## src/rtl/mbtrain_sb_pkg.sv

```systemverilog
// Shared encodings for the MBTRAIN sideband exchange: message codes and
// the 3-bit state encoding used by the Vref-calibration initiator.
package mbtrain_sb_pkg;

  localparam logic [3:0] NONE       = 4'b0000;
  localparam logic [3:0] START_REQ  = 4'b0001;
  localparam logic [3:0] START_RESP = 4'b0010;
  localparam logic [3:0] END_REQ    = 4'b0011;
  localparam logic [3:0] END_RESP   = 4'b0100;

  localparam logic [2:0] ST_IDLE            = 3'd0;
  localparam logic [2:0] ST_SEND_START_REQ  = 3'd1;
  localparam logic [2:0] ST_WAIT_START_RESP = 3'd2;
  localparam logic [2:0] ST_PATTERN         = 3'd3;
  localparam logic [2:0] ST_SEND_END_REQ    = 3'd4;
  localparam logic [2:0] ST_WAIT_END_RESP   = 3'd5;
  localparam logic [2:0] ST_TEST_FINISHED   = 3'd6;
  localparam logic [2:0] ST_TIMEOUT_ERR     = 3'd7;

endpackage

```

## src/rtl/sb_valid_handshake.sv

```systemverilog
// Sideband TX mux request: holds a pending message, raises valid when the
// RX-side block is not using the mux, and pulses msg_sent when valid drops.
module sb_valid_handshake (
  input  logic clk,
  input  logic rst_n,
  input  logic clr,
  input  logic set_req,
  input  logic valid_rx,
  input  logic busy_negedge,
  output logic valid_tx,
  output logic msg_sent
);

  logic pending_r;
  logic valid_tx_r;
  logic valid_d_r;

  // Pending flag and valid request; a serializer-done pulse only counts while we own the mux
  always_ff @(posedge clk or negedge rst_n) begin
    if (!rst_n) begin
      pending_r  <= 1'b0;
      valid_tx_r <= 1'b0;
    end else if (clr) begin
      pending_r  <= 1'b0;
      valid_tx_r <= 1'b0;
    end else if (busy_negedge && valid_tx_r) begin
      pending_r  <= 1'b0;
      valid_tx_r <= 1'b0;
    end else begin
      if (set_req) begin
        pending_r <= 1'b1;
      end
      if (pending_r && !valid_rx && !valid_tx_r) begin
        valid_tx_r <= 1'b1;
      end
    end
  end

  // Delayed copy of valid for falling-edge detection; cleared on abort so no stale pulse follows
  always_ff @(posedge clk or negedge rst_n) begin
    if (!rst_n) begin
      valid_d_r <= 1'b0;
    end else if (clr) begin
      valid_d_r <= 1'b0;
    end else begin
      valid_d_r <= valid_tx_r;
    end
  end

  assign valid_tx = valid_tx_r;
  assign msg_sent = valid_d_r & ~valid_tx_r;

endmodule

```

## src/rtl/vref_cal_tx.sv

```systemverilog
// MBTRAIN Vref-calibration TX initiator: start req/resp, pattern burst,
// end req/resp, then ack to the sequencer, with a handshake timeout.
module vref_cal_tx
  import mbtrain_sb_pkg::*;
#(
  parameter int TIMEOUT_CYCLES = 800000,
  parameter int TO_W           = 20
) (
  input  logic       clk,
  input  logic       rst_n,
  input  logic       i_en,
  input  logic [3:0] i_decoded_sideband_message,
  input  logic       i_busy_negedge_detected,
  input  logic       i_valid_rx,
  input  logic       i_mainband_or_valtrain_test,
  input  logic       i_pattern_done,
  output logic [3:0] o_sideband_message,
  output logic       o_valid_tx,
  output logic       o_pattern_en,
  output logic       o_pattern_sel,
  output logic       o_test_ack,
  output logic       o_timeout
);

  logic [2:0]      state_r, next_s;
  logic [TO_W-1:0] cnt_r;
  logic            counting_s, timeout_hit_s, abort_s, msg_sent_s;
  logic            set_req_s, hs_clr_s;
  logic [3:0]      msg_r, msg_nxt_s;
  logic            pat_en_r, pat_en_nxt_s, pat_sel_r, pat_sel_nxt_s;
  logic            ack_r, ack_nxt_s, to_r, to_nxt_s;

  assign abort_s       = !i_en && (state_r != ST_IDLE);
  assign counting_s    = (state_r != ST_IDLE) && (state_r != ST_TEST_FINISHED) &&
                         (state_r != ST_TIMEOUT_ERR);
  assign timeout_hit_s = counting_s && (cnt_r == TO_W'(TIMEOUT_CYCLES - 1));

  // State register
  always_ff @(posedge clk or negedge rst_n) begin
    if (!rst_n) state_r <= ST_IDLE;
    else        state_r <= next_s;
  end

  // Next-state decision; abort beats timeout, timeout beats any protocol advance
  always_comb begin
    next_s = state_r;
    if (abort_s) begin
      next_s = ST_IDLE;
    end else if (timeout_hit_s) begin
      next_s = ST_TIMEOUT_ERR;
    end else begin
      case (state_r)
        ST_IDLE:            next_s = i_en ? ST_SEND_START_REQ : ST_IDLE;
        ST_SEND_START_REQ:  next_s = msg_sent_s ? ST_WAIT_START_RESP : ST_SEND_START_REQ;
        ST_WAIT_START_RESP: next_s = (i_decoded_sideband_message == START_RESP) ? ST_PATTERN
                                                                                : ST_WAIT_START_RESP;
        ST_PATTERN:         next_s = i_pattern_done ? ST_SEND_END_REQ : ST_PATTERN;
        ST_SEND_END_REQ:    next_s = msg_sent_s ? ST_WAIT_END_RESP : ST_SEND_END_REQ;
        ST_WAIT_END_RESP:   next_s = (i_decoded_sideband_message == END_RESP) ? ST_TEST_FINISHED
                                                                              : ST_WAIT_END_RESP;
        ST_TEST_FINISHED:   next_s = ST_TEST_FINISHED;
        ST_TIMEOUT_ERR:     next_s = ST_TIMEOUT_ERR;
        default:            next_s = ST_IDLE;
      endcase
    end
  end

  // Output values to register, keyed on the transition being taken
  always_comb begin
    msg_nxt_s     = msg_r;
    pat_en_nxt_s  = pat_en_r;
    pat_sel_nxt_s = pat_sel_r;
    ack_nxt_s     = ack_r;
    to_nxt_s      = to_r;
    set_req_s     = 1'b0;
    hs_clr_s      = 1'b0;
    if (abort_s) begin
      msg_nxt_s     = NONE;
      pat_en_nxt_s  = 1'b0;
      pat_sel_nxt_s = 1'b0;
      ack_nxt_s     = 1'b0;
      to_nxt_s      = 1'b0;
      hs_clr_s      = 1'b1;
    end else if (timeout_hit_s) begin
      msg_nxt_s    = NONE;
      pat_en_nxt_s = 1'b0;
      to_nxt_s     = 1'b1;
      hs_clr_s     = 1'b1;
    end else begin
      case (state_r)
        ST_IDLE: begin
          if (i_en) begin
            msg_nxt_s     = START_REQ;
            pat_sel_nxt_s = i_mainband_or_valtrain_test;
            set_req_s     = 1'b1;
          end else begin
            set_req_s = 1'b0;
          end
        end
        ST_WAIT_START_RESP: begin
          if (i_decoded_sideband_message == START_RESP) begin
            msg_nxt_s    = NONE;
            pat_en_nxt_s = 1'b1;
          end else begin
            pat_en_nxt_s = pat_en_r;
          end
        end
        ST_PATTERN: begin
          if (i_pattern_done) begin
            msg_nxt_s    = END_REQ;
            pat_en_nxt_s = 1'b0;
            set_req_s    = 1'b1;
          end else begin
            set_req_s = 1'b0;
          end
        end
        ST_WAIT_END_RESP: begin
          if (i_decoded_sideband_message == END_RESP) begin
            msg_nxt_s = NONE;
            ack_nxt_s = 1'b1;
          end else begin
            ack_nxt_s = ack_r;
          end
        end
        default: set_req_s = 1'b0;
      endcase
    end
  end

  // Registered outputs
  always_ff @(posedge clk or negedge rst_n) begin
    if (!rst_n) begin
      msg_r     <= NONE;
      pat_en_r  <= 1'b0;
      pat_sel_r <= 1'b0;
      ack_r     <= 1'b0;
      to_r      <= 1'b0;
    end else begin
      msg_r     <= msg_nxt_s;
      pat_en_r  <= pat_en_nxt_s;
      pat_sel_r <= pat_sel_nxt_s;
      ack_r     <= ack_nxt_s;
      to_r      <= to_nxt_s;
    end
  end

  // Handshake timer: cleared in IDLE, frozen in terminal states, saturating
  always_ff @(posedge clk or negedge rst_n) begin
    if (!rst_n) begin
      cnt_r <= {TO_W{1'b0}};
    end else if (state_r == ST_IDLE) begin
      cnt_r <= {TO_W{1'b0}};
    end else if (counting_s && (cnt_r != {TO_W{1'b1}})) begin
      cnt_r <= cnt_r + TO_W'(1);
    end else begin
      cnt_r <= cnt_r;
    end
  end

  sb_valid_handshake u_hs (
    .clk          (clk),
    .rst_n        (rst_n),
    .clr          (hs_clr_s),
    .set_req      (set_req_s),
    .valid_rx     (i_valid_rx),
    .busy_negedge (i_busy_negedge_detected),
    .valid_tx     (o_valid_tx),
    .msg_sent     (msg_sent_s)
  );

  assign o_sideband_message = msg_r;
  assign o_pattern_en       = pat_en_r;
  assign o_pattern_sel      = pat_sel_r;
  assign o_test_ack         = ack_r;
  assign o_timeout          = to_r;

endmodule

```

## config.mk

```make
export PLATFORM = sky130hd
export DESIGN_NAME = vref_cal_tx
export DESIGN_NICKNAME = d
export VERILOG_FILES = /design/src/rtl/mbtrain_sb_pkg.sv /design/src/rtl/sb_valid_handshake.sv /design/src/rtl/vref_cal_tx.sv
export SDC_FILE = /design/constraint.sdc
export NUM_CORES = 1
export LEC_CHECK = 0
export ABC_CLOCK_PERIOD_IN_PS = 3380
export BUFFER_PORTS_ARGS = -buffer_cell sky130_fd_sc_hd__buf_4
export CORE_ASPECT_RATIO = 0.8
export CORE_UTILIZATION = 55
export DETAILED_ROUTE_END_ITERATION = 10
export GPL_TIMING_DRIVEN = 0
export PLACE_DENSITY = 0.81
export SLEW_MARGIN = 20
export SYNTH_ARGS = -nofsm -noshare
export SYNTH_HDL_FRONTEND = slang
export SYNTH_SLANG_ARGS = --single-unit
```

## constraint.sdc

```tcl
create_clock -name clk -period 3.38 [get_ports clk]
set_clock_uncertainty 0.1 [all_clocks]
set_input_delay 0.676 -clock clk [delete_from_list [all_inputs] [get_ports clk]]
set_output_delay 0.676 -clock clk [all_outputs]
set_load 0.005 [all_outputs]
```

# Word level (Yosys, flattened, before mapping)
# Index checks and enable logic that the tools add are counted.
# word_totals
ff_bits	34
input_bits	11
out_inout_bits	9
word_cells	105
# classes
addsub	1
n_eq_ne	18
n_mux	47
n_bitwise	2
n_reduce_logical	27
# op_table
op	count
$mux W20	2
$mux W1	30
$mux W4	6
$pmux W3 S8	1
$add A20 B1 Y20 const B	1
$eq A20 B20 Y1 const B	1
$ne A20 B20 Y1 const B	1
$ne A4 B4 Y1 const B	4
$pmux W4 S4	1
$eq A3 B3 Y1 const B	4
$reduce_bool A2 Y1	6
$mux W3	3
$reduce_and A3 Y1	3
$reduce_bool A3 Y1	3
$logic_and A1 B1 Y1	8
$eq A3 B2 Y1 const B	2
$ne A3 B3 Y1 const B	2
$reduce_bool A6 Y1	1
$reduce_and A5 Y1	1
$eq A4 B2 Y1 const B	1
$eq A4 B3 Y1 const B	1
$mux W2	2
$pmux W1 S2	2
$reduce_bool A4 Y1	1
6 further kinds	8

# Logic depth before layout (Yosys ltp)
# logic_depth
depth_word	9
ltp_mapped	9
ltp_nobuf	7

# Cells and area by module
# A second synthesis with hierarchy kept.
# unflattened
cells_unflattened	212
hier_area_um2	1881.8
# by_module_without_submodules
mod	n_inst	cells_each	area_per_inst_um2	seq_area_each_um2
vref_cal_tx	1	202	1760.4	725.7
sb_valid_handshake	1	10	121.4	75.1

# Worst setup path before layout
# No wires, ideal clock.
# synth_timing
kind	register -> register
startpoint	reg cnt_r[8]
endpoint	reg ack_r (netlist: o_test_ack)
setup_time_ns	0.123
arrival_time_ns	1.950
required_time_ns	3.157
path_slack_ns	1.206
stages_incl_launch_ff	6
n_path_buf	0
synth_period_minus_slack_ns	2.174
cell_sequence	dfrtp_1 or4_1 or4_1 or3_4 a41oi_1 nor2_1
# synth_via
elab_chain_cells	4
# synth_rtl
element	line_no	source
start, declared	vref_cal_tx.sv:26	logic [TO_W-1:0] cnt_r;
start signal, assigned	vref_cal_tx.sv:150	cnt_r <= {TO_W{1'b0}};
start signal, assigned	vref_cal_tx.sv:152	cnt_r <= {TO_W{1'b0}};
start signal, assigned	vref_cal_tx.sv:154	cnt_r <= cnt_r + TO_W'(1);
$eq A20 B20 Y1	vref_cal_tx.sv:36	assign timeout_hit_s = counting_s && (cnt_r == TO_W'(TIMEOUT_CYCLES - 1));
$logic_and A1 B1 Y1	vref_cal_tx.sv:36	
$ne A2 B1 Y1 (no source line)	n/a	
$reduce_and A3 Y1 (no source line)	n/a	
end signal, assigned	vref_cal_tx.sv:142	ack_r <= ack_nxt_s;
end, declared	vref_cal_tx.sv:31	logic ack_r, ack_nxt_s, to_r, to_nxt_s;
# Every way passes these cells.
# A chain may end at the register's enable or synchronous reset.

# Final worst setup path
# layout_timing
startpoint	reg state_r[0]
endpoint	reg u_hs.pending_r
# layout_via
elab_chain_cells	7
word_cells_on_any_way	16
# layout_rtl
element	line_no	source
start, declared	vref_cal_tx.sv:25	logic [2:0] state_r, next_s;
start signal, assigned	vref_cal_tx.sv:41	else state_r <= next_s;
$ne A3 B3 Y1 / $reduce_bool A3 Y1 (equally long branches)	vref_cal_tx.sv:34, vref_cal_tx.sv:33	
$logic_and A1 B1 Y1 (2 in series)	vref_cal_tx.sv:34	assign counting_s = (state_r != ST_IDLE) && (state_r != ST_TEST_FINISHED) &&
$logic_and A1 B1 Y1	vref_cal_tx.sv:36	
$mux W1	vref_cal_tx.sv:84	end else if (timeout_hit_s) begin
$mux W1	vref_cal_tx.sv:77	if (abort_s) begin
$reduce_bool A3 Y1 (no source line) / $mux W1 (equally long branches)	n/a	
end signal, assigned	sb_valid_handshake.sv:24	pending_r <= 1'b0;
end signal, assigned	sb_valid_handshake.sv:27	pending_r <= 1'b0;
end signal, assigned	sb_valid_handshake.sv:31	pending_r <= 1'b1;
end, declared	sb_valid_handshake.sv:14	logic pending_r;
# Several ways; a longest one is shown, not always the timed one.

==> report_table.html <==
<table>
<tr><th>Metric</th><th>Value</th></tr>
<tr><th colspan="2">Run status</th></tr>
<tr><td>Result of the run</td><td>finished clean</td></tr>
<tr><th colspan="2">Timing</th></tr>
<tr><td>Min Hold Slack</td><td>0.211 ns</td></tr>
<tr><td>Number of setup violations in the final report</td><td>0</td></tr>
<tr><td>Fin. max-slew vios</td><td>0</td></tr>
<tr><td>Setup TNS after final layout</td><td>0 ns</td></tr>
<tr><td>Max frequency</td><td>0.386 GHz</td></tr>
<tr><td>Portion of the clock cycle consumed by the worst path in the final layout</td><td>76.6%</td></tr>
<tr><td>Post-layout minimum cycle time</td><td>2.59 ns</td></tr>
<tr><td>Worst rel slew slack</td><td>46.4%</td></tr>
<tr><td>Slew at the pin with the worst max-slew slack</td><td>0.797 ns</td></tr>
<tr><td>Unrepaired setup endpoints after global routing</td><td>no</td></tr>
<tr><td>Final Hold Viols</td><td>0</td></tr>
<tr><th colspan="2">Drt</th></tr>
<tr><td>Wire length per cell after detailed routing</td><td>15.4 um</td></tr>
<tr><td>DRC Markers</td><td>0</td></tr>
<tr><td>Number of detailed-routing iterations run before antenna repair</td><td>4</td></tr>
<tr><td>Number of design-rule violations left by the first detailed-router iteration</td><td>247</td></tr>
<tr><td>Routed vias</td><td>1602</td></tr>
<tr><td>Wire length reported by the detailed router</td><td>4.16 mm</td></tr>
<tr><td>Drt via density</td><td>5.93</td></tr>
<tr><td>Number of nets still failing antenna checks after routing</td><td>0</td></tr>
<tr><th colspan="2">Synthesis</th></tr>
<tr><td>Cell accounting for the most synthesized area</td><td>sky130_fd_sc_hd__dfrtp_1</td></tr>
<tr><td>Cell count after synthesis</td><td>204</td></tr>
<tr><td>Commonest register cell after synthesis</td><td>sky130_fd_sc_hd__dfrtp_1</td></tr>
<tr><td>Count of unique library cells instantiated by Yosys</td><td>46</td></tr>
<tr><td>Cell area after technology mapping</td><td>1830 um2</td></tr>
<tr><td>Synth Area per Inst</td><td>8.99 um2</td></tr>
<tr><td>Number of enable-type register cells in the synthesized netlist</td><td>0</td></tr>
<tr><td>Register area share after synthesis</td><td>43.7%</td></tr>
<tr><td>Share of the synthesized area in the top cell type</td><td>43.7%</td></tr>
<tr><td>Number of synthesized register bits</td><td>32</td></tr>
<tr><td>Fraction of synthesis flops using an asynchronous set or reset pin</td><td>100%</td></tr>
<tr><td>Top post-synthesis cells by area</td><td>sky130_fd_sc_hd__dfrtp_1 44%, sky130_fd_sc_hd__nand2_1 7.4%, sky130_fd_sc_hd__mux2i_1 4.9%</td></tr>
<tr><td>Total number of yosys warnings</td><td>0</td></tr>
<tr><th colspan="2">Floorplan</th></tr>
<tr><td>Die extent in x</td><td>66.5 um</td></tr>
<tr><td>Row count</td><td>18</td></tr>
<tr><td>Ports</td><td>20</td></tr>
<tr><td>Die height</td><td>53.6 um</td></tr>
<tr><td>Area of the core region</td><td>3130 um2</td></tr>
<tr><td>Initial core utilization</td><td>58.6%</td></tr>
<tr><td>Die Footprint</td><td>3570 um2</td></tr>
<tr><th colspan="2">Placement</th></tr>
<tr><td>Final HPWL from detailed placement</td><td>2.83 mm</td></tr>
<tr><td>Port Buffers</td><td>17</td></tr>
<tr><td>Instance area at placement</td><td>2010 um2</td></tr>
<tr><td>Routability cong.</td><td>0.926</td></tr>
<tr><th colspan="2">Clock tree</th></tr>
<tr><td>Root buffer cell</td><td>sky130_fd_sc_hd__clkbuf_8</td></tr>
<tr><td>Post-CTS resize count</td><td>0</td></tr>
<tr><td>Depth of the CTS H-tree</td><td>2</td></tr>
<tr><td>Clock tree from TritonCTS</td><td>done</td></tr>
<tr><td>Insertion delay of the later-clocked pin in the worst-skew pair</td><td>0.28 ns</td></tr>
<tr><td>Clock-pin transition on the worst setup and hold timing paths</td><td>0.07 ns</td></tr>
<tr><td>Sink count of the clock tree</td><td>32</td></tr>
<tr><td>Number of buffers on the longest clock path</td><td>2</td></tr>
<tr><td>CTS buffer count</td><td>5</td></tr>
<tr><td>Hold bufs inserted after CTS</td><td>0</td></tr>
<tr><td>Post-CTS setup-driven buffer insertion count</td><td>0</td></tr>
<tr><th colspan="2">Power and ir drop</th></tr>
<tr><td>Sequential cell fraction of total power</td><td>32.2%</td></tr>
<tr><td>Gate power share</td><td>42.3%</td></tr>
<tr><td>Sw Share</td><td>39.5%</td></tr>
<tr><td>Internal Pwr Total</td><td>0.955 mW</td></tr>
<tr><td>Switching power of the nets</td><td>0.625 mW</td></tr>
<tr><td>Power density cells</td><td>738 nW/um2</td></tr>
<tr><td>Clock network power share</td><td>25.5%</td></tr>
<tr><td>Worst IR drop on VDD</td><td>0.547 mV</td></tr>
<tr><td>Static Leakage</td><td>0.967 nW</td></tr>
<tr><td>Total power</td><td>1.58 mW</td></tr>
<tr><th colspan="2">Finish</th></tr>
<tr><td>Number of nets in the final layout</td><td>244</td></tr>
<tr><td># diodes</td><td>0</td></tr>
<tr><td>Layout Cell Area excl Fill</td><td>2140 um2</td></tr>
<tr><td>Signed area change from the synthesized netlist to the final layout</td><td>16.8%</td></tr>
<tr><td>Fraction of layout instances using a drive strength above 1</td><td>15.2%</td></tr>
<tr><th colspan="2">Setup path</th></tr>
<tr><td>Critical path data required time</td><td>3.47 ns</td></tr>
<tr><td>Type of element launching the critical path</td><td>flop</td></tr>
<tr><td>Crit Path Class</td><td>flop to flop</td></tr>
<tr><td>Crit-path max FO</td><td>11</td></tr>
<tr><td>Kind of capture point of the worst setup path</td><td>flop</td></tr>
<tr><td>Gate family responsible for the most delay along the worst path</td><td>buffers and inverters</td></tr>
<tr><td>CP Buf/Inv Count</td><td>3</td></tr>
<tr><td>Cell-by-cell trace of the critical path</td><td>or3_1 &gt; buf_4 &gt; inv_1 &gt; clkbuf_1 &gt; ha_1 &gt; o211ai_1 &gt; a21oi_1 &gt; nor2_1 &gt; a211oi_1</td></tr>
<tr><td>Max stage delay on crit path</td><td>0.47 ns</td></tr>
<tr><td>Register-to-register setup slack</td><td>0.79 ns</td></tr>
<tr><td>Critical path's slowest cell</td><td>sky130_fd_sc_hd__clkbuf_1</td></tr>
<tr><td>WP data arrival</td><td>2.68 ns</td></tr>
<tr><th colspan="2">Job</th></tr>
<tr><td>Number of max-cap violations</td><td>0</td></tr>
<tr><th colspan="2">Global routing</th></tr>
<tr><td>Antenna violations before repair</td><td>0</td></tr>
<tr><td>Total grt overflow</td><td>0</td></tr>
<tr><td>Maximum number of pins on one net before global-route repair</td><td>33</td></tr>
<tr><td>First-pass GRT wire length</td><td>6.89 mm</td></tr>
<tr><td>Via count of the first global-routing pass</td><td>1459</td></tr>
<tr><td>Global Route Usage Sum</td><td>26.6%</td></tr>
<tr><th colspan="2">Worst hold path</th></tr>
<tr><td>Type of the tightest min-delay check</td><td>primary input to async pin</td></tr>
</table>
==> worst reg2reg max path: stages (launching register included) <==
cell and delay (ns):
sky130_fd_sc_hd__dfrtp_1 0.43, sky130_fd_sc_hd__or3_1 0.39, sky130_fd_sc_hd__buf_4 0.19, sky130_fd_sc_hd__inv_1 0.13, sky130_fd_sc_hd__clkbuf_1 0.47, sky130_fd_sc_hd__ha_1 0.28
sky130_fd_sc_hd__o211ai_1 0.08, sky130_fd_sc_hd__a21oi_1 0.20, sky130_fd_sc_hd__nor2_1 0.06, sky130_fd_sc_hd__a211oi_1 0.17
==> Yosys cell counts, types with 5 or more instances <==
cell,count
sky130_fd_sc_hd__clkbuf_1,6
sky130_fd_sc_hd__nand4_1,6
sky130_fd_sc_hd__nor2_1,21
sky130_fd_sc_hd__nand2_1,36
sky130_fd_sc_hd__a21oi_1,8
sky130_fd_sc_hd__o21ai_0,5
sky130_fd_sc_hd__a31oi_1,5
sky130_fd_sc_hd__or4_1,5
sky130_fd_sc_hd__inv_1,7
sky130_fd_sc_hd__dfrtp_1,32
sky130_fd_sc_hd__mux2i_1,9
==> cell families after synthesis <==
family	synth area share [%]
fa+ha+maj	2.73
flops	43.7
buf+inv	3.89
compound gates	15.6
other cells	0.205
xor+xnor	2.39
simple gates	26.6
mux	4.91
==> power groups by stage <==
stage,registers [mW],clock network [mW],logic (mW)
final,0.509,0.403,0.668
after global routing,0.518,0.423,0.742
after CTS,0.509,0.404,0.663
after detailed placement,0.515,0,0.658
after global placement,0.512,0,0.641
after floorplan,0.504,0,0.459
==> cells in the final DEF, fill, tap and decap left out, types with 2 or more instances in the layout <==
master                     count
sky130_fd_sc_hd__nor2_1       21
sky130_fd_sc_hd__nand2b_1      3
sky130_fd_sc_hd__a21oi_1       8
sky130_fd_sc_hd__a31oi_1       5
sky130_fd_sc_hd__clkbuf_1      6
sky130_fd_sc_hd__a211oi_1      4
sky130_fd_sc_hd__o21bai_1      2
sky130_fd_sc_hd__conb_1        2
sky130_fd_sc_hd__ha_1          4
sky130_fd_sc_hd__nand4_1       6
sky130_fd_sc_hd__nor3_1        4
sky130_fd_sc_hd__xnor2_1       4
sky130_fd_sc_hd__a41o_1        2
sky130_fd_sc_hd__dfrtp_1      32
sky130_fd_sc_hd__clkbuf_8      7
sky130_fd_sc_hd__nand3_1       2
sky130_fd_sc_hd__inv_1         7
sky130_fd_sc_hd__o21ai_0       5
sky130_fd_sc_hd__buf_4        20
sky130_fd_sc_hd__and2_1        2
sky130_fd_sc_hd__o211ai_1      3
sky130_fd_sc_hd__or4_1         5
sky130_fd_sc_hd__o41ai_1       2
sky130_fd_sc_hd__and4_1        2
sky130_fd_sc_hd__nor2b_1       3
sky130_fd_sc_hd__a31o_2        2
sky130_fd_sc_hd__nor4_1        3
sky130_fd_sc_hd__nand2_1      36
sky130_fd_sc_hd__mux2i_1       9
==> flip-flops by register name, indices dropped and copies added (netlist names) <==
signal              flops
o_test_ack              1
o_pattern_sel           1
u_hs.valid_d_r          1
state_r                 3
o_pattern_en            1
u_hs.pending_r          1
cnt_r                  20
o_sideband_message      2
u_hs.valid_tx           1
o_timeout               1
==> per-stage QoR <==
step | worst slack [ns] | util [%] | instances
3_3_place_gp | 0.884 | 64.3 | 262
5_1_grt | 0.639 | 68.4 | 270
4_1_cts | 0.795 | 68.4 | 270
2_1_floorplan | 1.21 | - | 205
6_report | 0.789 | 68.4 | 270
3_5_place_dp | 0.805 | 64.3 | 262
==> worst paths after layout <==
| kind | startpoint | end | cells after the start |
|---|---|---|---|
| worst max-delay path | state_r[0] | u_hs.pending_r | 9 |
| worst min-delay path | rst_n | state_r[0] | 1 |
| worst max register to register | state_r[0] | u_hs.pending_r | 9 |
| worst min register to register | cnt_r[4] | cnt_r[4] | 1 |
| max in group asynchronous | rst_n | cnt_r[13] | 1 |
| min in group clk | cnt_r[4] | cnt_r[4] | 1 |
==> routing by layer <==
layer	part of all wire [%]	vias up	GRT usage [%]
met5	0	-	0
li1	-	780	-
met3	6.1	4	6.14
met2	45	57	38.6
met1	48	761	38.5
met4	0.50	0	9.93
==> layout make-up <==
cell class	instances	area [um2]
Sequential cell	32	801
Inverter	7	26.3
Timing Repair Buffer	17	128
Tap cell	40	50.0
Fill cell	243	990
Clock inverter	1	30.0
Clock buffer	7	96.3
Buffer	9	45.0
Multi-Input combinational cell	157	965
(Power assumes the default switching activity.)
